`src/rtl/reg_pipeline_pkg.sv`:
```
// Shared defaults for the fixed-latency register pipeline.
// Top-level parameters and the stage module take their defaults from here.
package reg_pipeline_pkg;

  localparam int PIPE_WIDTH = 16;
  localparam int PIPE_DEPTH = 4;

endpackage : reg_pipeline_pkg

```
`src/rtl/reg_pipeline_stage.sv`:
```
// One pipeline stage: a WIDTH-bit flop with asynchronous active-low clear.
// The output is the flop itself, so chained stages never form a combinational path.
module pipe_stage
  import reg_pipeline_pkg::*;
#(
  parameter int WIDTH = PIPE_WIDTH
) (
  input  logic             clk,
  input  logic             rst_n,
  input  logic [WIDTH-1:0] d,
  output logic [WIDTH-1:0] q
);

  logic [WIDTH-1:0] q_r;

  // Capture the incoming word every edge; clear immediately on reset.
  always_ff @(posedge clk or negedge rst_n) begin
    if (!rst_n) begin
      q_r <= {WIDTH{1'b0}};
    end else begin
      q_r <= d;
    end
  end

  assign q = q_r;

endmodule : pipe_stage

```
`src/rtl/reg_pipeline.sv`:
```
// Fixed-latency delay line: datain reaches dataout after exactly DEPTH rising edges.
// No enable or stall; reset clears every stage asynchronously and drops in-flight words.
module reg_pipeline
  import reg_pipeline_pkg::*;
#(
  parameter int WIDTH = PIPE_WIDTH,
  parameter int DEPTH = PIPE_DEPTH
) (
  input  logic             clk,
  input  logic             rst_n,
  input  logic [WIDTH-1:0] datain,
  output logic [WIDTH-1:0] dataout
);

  if (WIDTH < 1) begin : g_width_chk
    $error("reg_pipeline: WIDTH must be at least 1");
  end

  if (DEPTH < 1) begin : g_depth_chk
    $error("reg_pipeline: DEPTH must be at least 1");
  end

  // chain_s[0] is the input; chain_s[i+1] is the output of stage i.
  logic [DEPTH:0][WIDTH-1:0] chain_s;

  assign chain_s[0] = datain;

  for (genvar i = 0; i < DEPTH; i++) begin : g_stage
    pipe_stage #(
      .WIDTH (WIDTH)
    ) u_stage (
      .clk   (clk),
      .rst_n (rst_n),
      .d     (chain_s[i]),
      .q     (chain_s[i+1])
    );
  end

  assign dataout = chain_s[DEPTH];

endmodule : reg_pipeline

```
`config.mk`:
```
export PLATFORM = sky130hd
export DESIGN_NAME = reg_pipeline
export DESIGN_NICKNAME = d
export VERILOG_FILES = /design/src/rtl/reg_pipeline_pkg.sv /design/src/rtl/reg_pipeline_stage.sv /design/src/rtl/reg_pipeline.sv
export SDC_FILE = /design/constraint.sdc
export NUM_CORES = 1
export LEC_CHECK = 0
export BUFFER_PORTS_ARGS = -buffer_cell sky130_fd_sc_hd__buf_4
export CORE_MARGIN = 2
export CORE_UTILIZATION = 40
export CTS_CLUSTER_DIAMETER = 50
export DETAILED_ROUTE_END_ITERATION = 12
export HOLD_SLACK_MARGIN = 0.03
export PLACE_DENSITY_LB_ADDON = 0.12
export SYNTH_ARGS = -nofsm -noshare
export SYNTH_HDL_FRONTEND = slang
export SYNTH_SLANG_ARGS = --single-unit
```
`constraint.sdc`:
```
create_clock -name clk -period 0.8 [get_ports clk]
set_clock_uncertainty 0.2 [all_clocks]
set_input_delay 0.08 -clock clk [delete_from_list [all_inputs] [get_ports clk]]
set_output_delay 0.08 -clock clk [all_outputs]
set_load 0.05 [all_outputs]
```
* Yosys cells after proc, flatten, opt, wreduce, memory -nomap -nowiden *
Cells that the tools add are included.

storage, ports and cells
  memories kept = 0
  bits in registers = 64
  word-level logic and storage cells = 4
  bits in writable memories = 0
  output and inout bits = 16
  bits in latches = 0
  memory bits (read-only) = 0
  input bits = 18

operators by class
  add/subtract/negate cells = 0
  bitwise gates (word level) = 0
  $lt $le $gt $ge = 0
  reductions and logical operators = 0
  multipliers = 0
  div/mod/pow operators = 0
  muxes and demuxes = 0
  eq/ne operators = 0
  shifts and indexed selects = 0

* Depth between registers and ports, before layout *
  word-level depth = 0
  depth in mapped cells = 1
  gate-level depth less buffers = 0

* Hierarchy *
From an unflattened synthesis, not the netlist that was laid out.

unflattened totals
  cells, all modules = 64
  area total of the unflattened synthesis = 1,601.5 µm²

modules (own cells, without submodules)
  module      seq. area each (µm²)  area an instance (µm²)  times used  cells an instance
  pipe_stage  400.4                 400.4                   4           16

* Least setup slack after synthesis *
Ideal clock, no wire load.

  kind = register -> output
  from = reg g_stage[3].u_stage.q_r[0]
  to = out dataout[0]
  path slack = 0.005 ns
  cell stages (with the launch flop) = 2
  path buffers = 1
  data arrival time = 0.515 ns
  data required time = 0.520 ns
  cell sequence = dfrtp_1 > buf_4

RTL lines
  what                      line                      text
  start: declaration        reg_pipeline_stage.sv:14  logic [WIDTH-1:0] q_r;
  start signal: assignment  reg_pipeline_stage.sv:19  q_r <= {WIDTH{1'b0}};
  end: declaration          reg_pipeline.sv:12        output logic [WIDTH-1:0] dataout

No word-level cell between the ends.

* Worst setup path after layout *
  from = reg g_stage[3].u_stage.q_r[0]
  to = out dataout[0]

No word-level cell between the ends.

==> metrics.cfg <==
[synthesis]
synth_top_cell_by_area = dfrtp_1
synth_edf_count = 0
synthMuxAreaShare_pct = 0
synthXorXnorAreaFrac_pct = 0
yosys_warnings = 0
synth_top_area_share_pct = 93.02
async_reset_ff_share_pct = 100.0
synth_simple_gate_area_share_pct = 0
synthAdderAreaFrac_pct = 0
synthesis.area_mm2 = 0.001722
netlist_top_cells_count = dfrtp_1 (64), buf_4 (16)
syn-num-nets = 98
netlist_top_cells_area = dfrtp_1 (93%), buf_4 (7.0%)
post-synth-top-count-cell = dfrtp_1
synth_seq_cells = 64
syn-mean-instance-area_um2 = 21.52
synth_cell_type_count = 2
synth_cells = 80
ys_seq_area_share_pct = 93.02
synth-main-ff-cell = dfrtp_1
synth-compound-area-share_pct = 0
synth_top_family_by_area = buffers and inverters

[worst_setup_path]
crit_end = dataout[0]
rrSetupSlack_ps = 120
reg2reg_to = g_stage[2].u_stage.q[13]
required_ps = 520
startpoint_type = flop
startpoint = g_stage[3].u_stage.q[0]
crit_family = flip-flops
r2r_cells = 0
setup.worst_path.class = flop to output port
path_depth = 1
critPathMaxStageDelay_ps = 380
worstPathArrival_ps = 860
crit_path_end_kind = output port
slowest_stage = dfrtp_1
cp_max_fo = 1
cp.buffers_inverters = 1
crit_chain = buf_6
r2r-start = g_stage[1].u_stage.q[13]

[clock_tree]
htree_levels = 3
clk_pin_slew_ps = 60
cts_tree = built
cts_made_buffers = 9
cts-root-buf = clkbuf_8
clock-sinks = 64
post_cts_buffers = 0
clk_latency_ps = 320
clockBufferDepth = 2

[floorplanning]
fp.dieW_um = 69.61
rows = 23
start_util_pct = 42.43
core_area_mm2 = 0.004058
die_h_um = 69.61
die_area_mm2 = 0.004845
pin_count = 34

[pwr]
power.internal_mw = 4.951
p_clk_share_pct = 37.7
max-vdd-ir-drop_v = 0.001545
leakagePower_nw = 1.103
combinationalPowerShare_pct = 7.2
power.switching_mw = 1.310
swShare_pct = 20.93
power_density_mw_per_mm2 = 2659
pwr-share-seq_pct = 55.1

[final_layout]
antenna_cells = 0
fin_area_mm2 = 0.002355
post-route-util_pct = 58.03
fin_nets = 145
area_growth_pct = 36.77
nMultiInputCombCells = 0
multiInputGateArea_um2 = 0
drive_above_1_share_pct = 36.15
largest_register_ffs = 64

[global_routing]
grt_max_degree = 31
antenna_found_initial = 0
grt_overflow = 0
gr-usage-all-layers_pct = 10.55
grt_pass1_wl_mm = 3.505
grt_pass1_vias = 775

[timing]
fin_crit_ps = 1142
finalHoldViolations = 0
finalWorstSetupSlack_ps = -342.0
setup_violations = 74
fmax_ghz = 0.8756
slew_headroom_pct = 69.13
fin_setup_tns_ps = -12480
finalMaxSlewViolations = 0
tightest_slew_ps = 461.5
min_period_over_period_pct = 142.8
rsz0062_at_grt = true

[drt]
antenna_left = 0
drc = 0
viasPerCell = 3.956
wl_met2_mm = 1.065
dr.first_iter.drc_count = 44
wire_per_inst_um = 11.36
met1Wirelength_um = 778
wl_met3_um = 108
routed_wl_mm = 2.045
vias = 712
highest_layer = met4
firstDrtPassIters = 4

[run]
maxCapViolations = 0

[outcome]
status = finished with violations
violations = negative setup slack

[placed_design]
io_buffers = 33
place_area_mm2 = 0.001952
place.gp.congestion = 0.6224

[worst_hold_path]
hp-class = input pin to asynchronous set/reset pin

-- layout make-up --
class	instances	area, µm²
Clock buffer	14	172.7
Fill cell	309	1703
Sequential cell	64	1602
Tap cell	50	62.56
Timing Repair Buffer	52	518.0
-- power by group through the flow --
stage          clock network, mW  registers [mW]  logic [mW]
2_1_floorplan                  0            3.49       0.215
3_3_place_gp                   0            3.49       0.365
3_5_place_dp                   0            3.50       0.369
4_1_cts                     2.46            3.45       0.461
5_1_grt                     2.61            3.46       0.481
6_report                    2.36            3.45       0.453
-- how the worst min path moves through the flow --
stage / to / start / cells after the start / slack [ps]
detailed placement: g_stage[0].u_stage.q[12] / rst_n / 1 / -290
global route: g_stage[1].u_stage.q[9] / rst_n / 2 / 30
floorplan: g_stage[0].u_stage.q[0] / rst_n / 0 / -420
CTS: g_stage[1].u_stage.q[14] / rst_n / 2 / 20
finish: g_stage[1].u_stage.q[14] / rst_n / 2 / 30
global placement: g_stage[0].u_stage.q[12] / rst_n / 1 / -290
-- layout by cell type (no fill, tap or decap) --
cell / n
dfrtp_1: 64
dlygate4sd3_1: 17
buf_4: 17
buf_6: 16
clkbuf_8: 12
clkbuf_1: 2
buf_12: 2
-- logic make-up after synthesis --
| group | after synthesis |
|---|---|
| flip-flops | 64 |
| buffers and inverters | 16 |
-- timing repair --
item                                    in CTS  in global routing
gates resized for setup                     16                  0
pin swaps                                    0                  0
cloned                                       0                  0
hold endpoints to repair                    80                 64
hold buffers                                17                  1
endpoints found under the setup margin      16                 74
-- through the flow --
stage / setup WS (ps) / hold slack, ps / power [mW] / instances
CTS: -364.6 / 18.88 / 6.373 / 180
global placement: -9.125 / -285.8 / 3.858 / 149
global route: -385.8 / 27.66 / 6.554 / 180
detailed placement: -12.24 / -285.5 / 3.871 / 149
floorplan: 5.381 / -415.6 / 3.701 / 80
finish: -342.0 / 34.46 / 6.262 / 180
-- routing by layer --
| layer | global-route usage [%] | vias up |
|---|---|---|
| li1 | - | 320 |
| met1 | 10.87 | 356 |
| met2 | 15.17 | 28 |
| met3 | 4.360 | 8 |
| met4 | 11.76 | 0 |
| met5 | 0 | - |
Note: power is estimated with default switching activity, not from simulation.
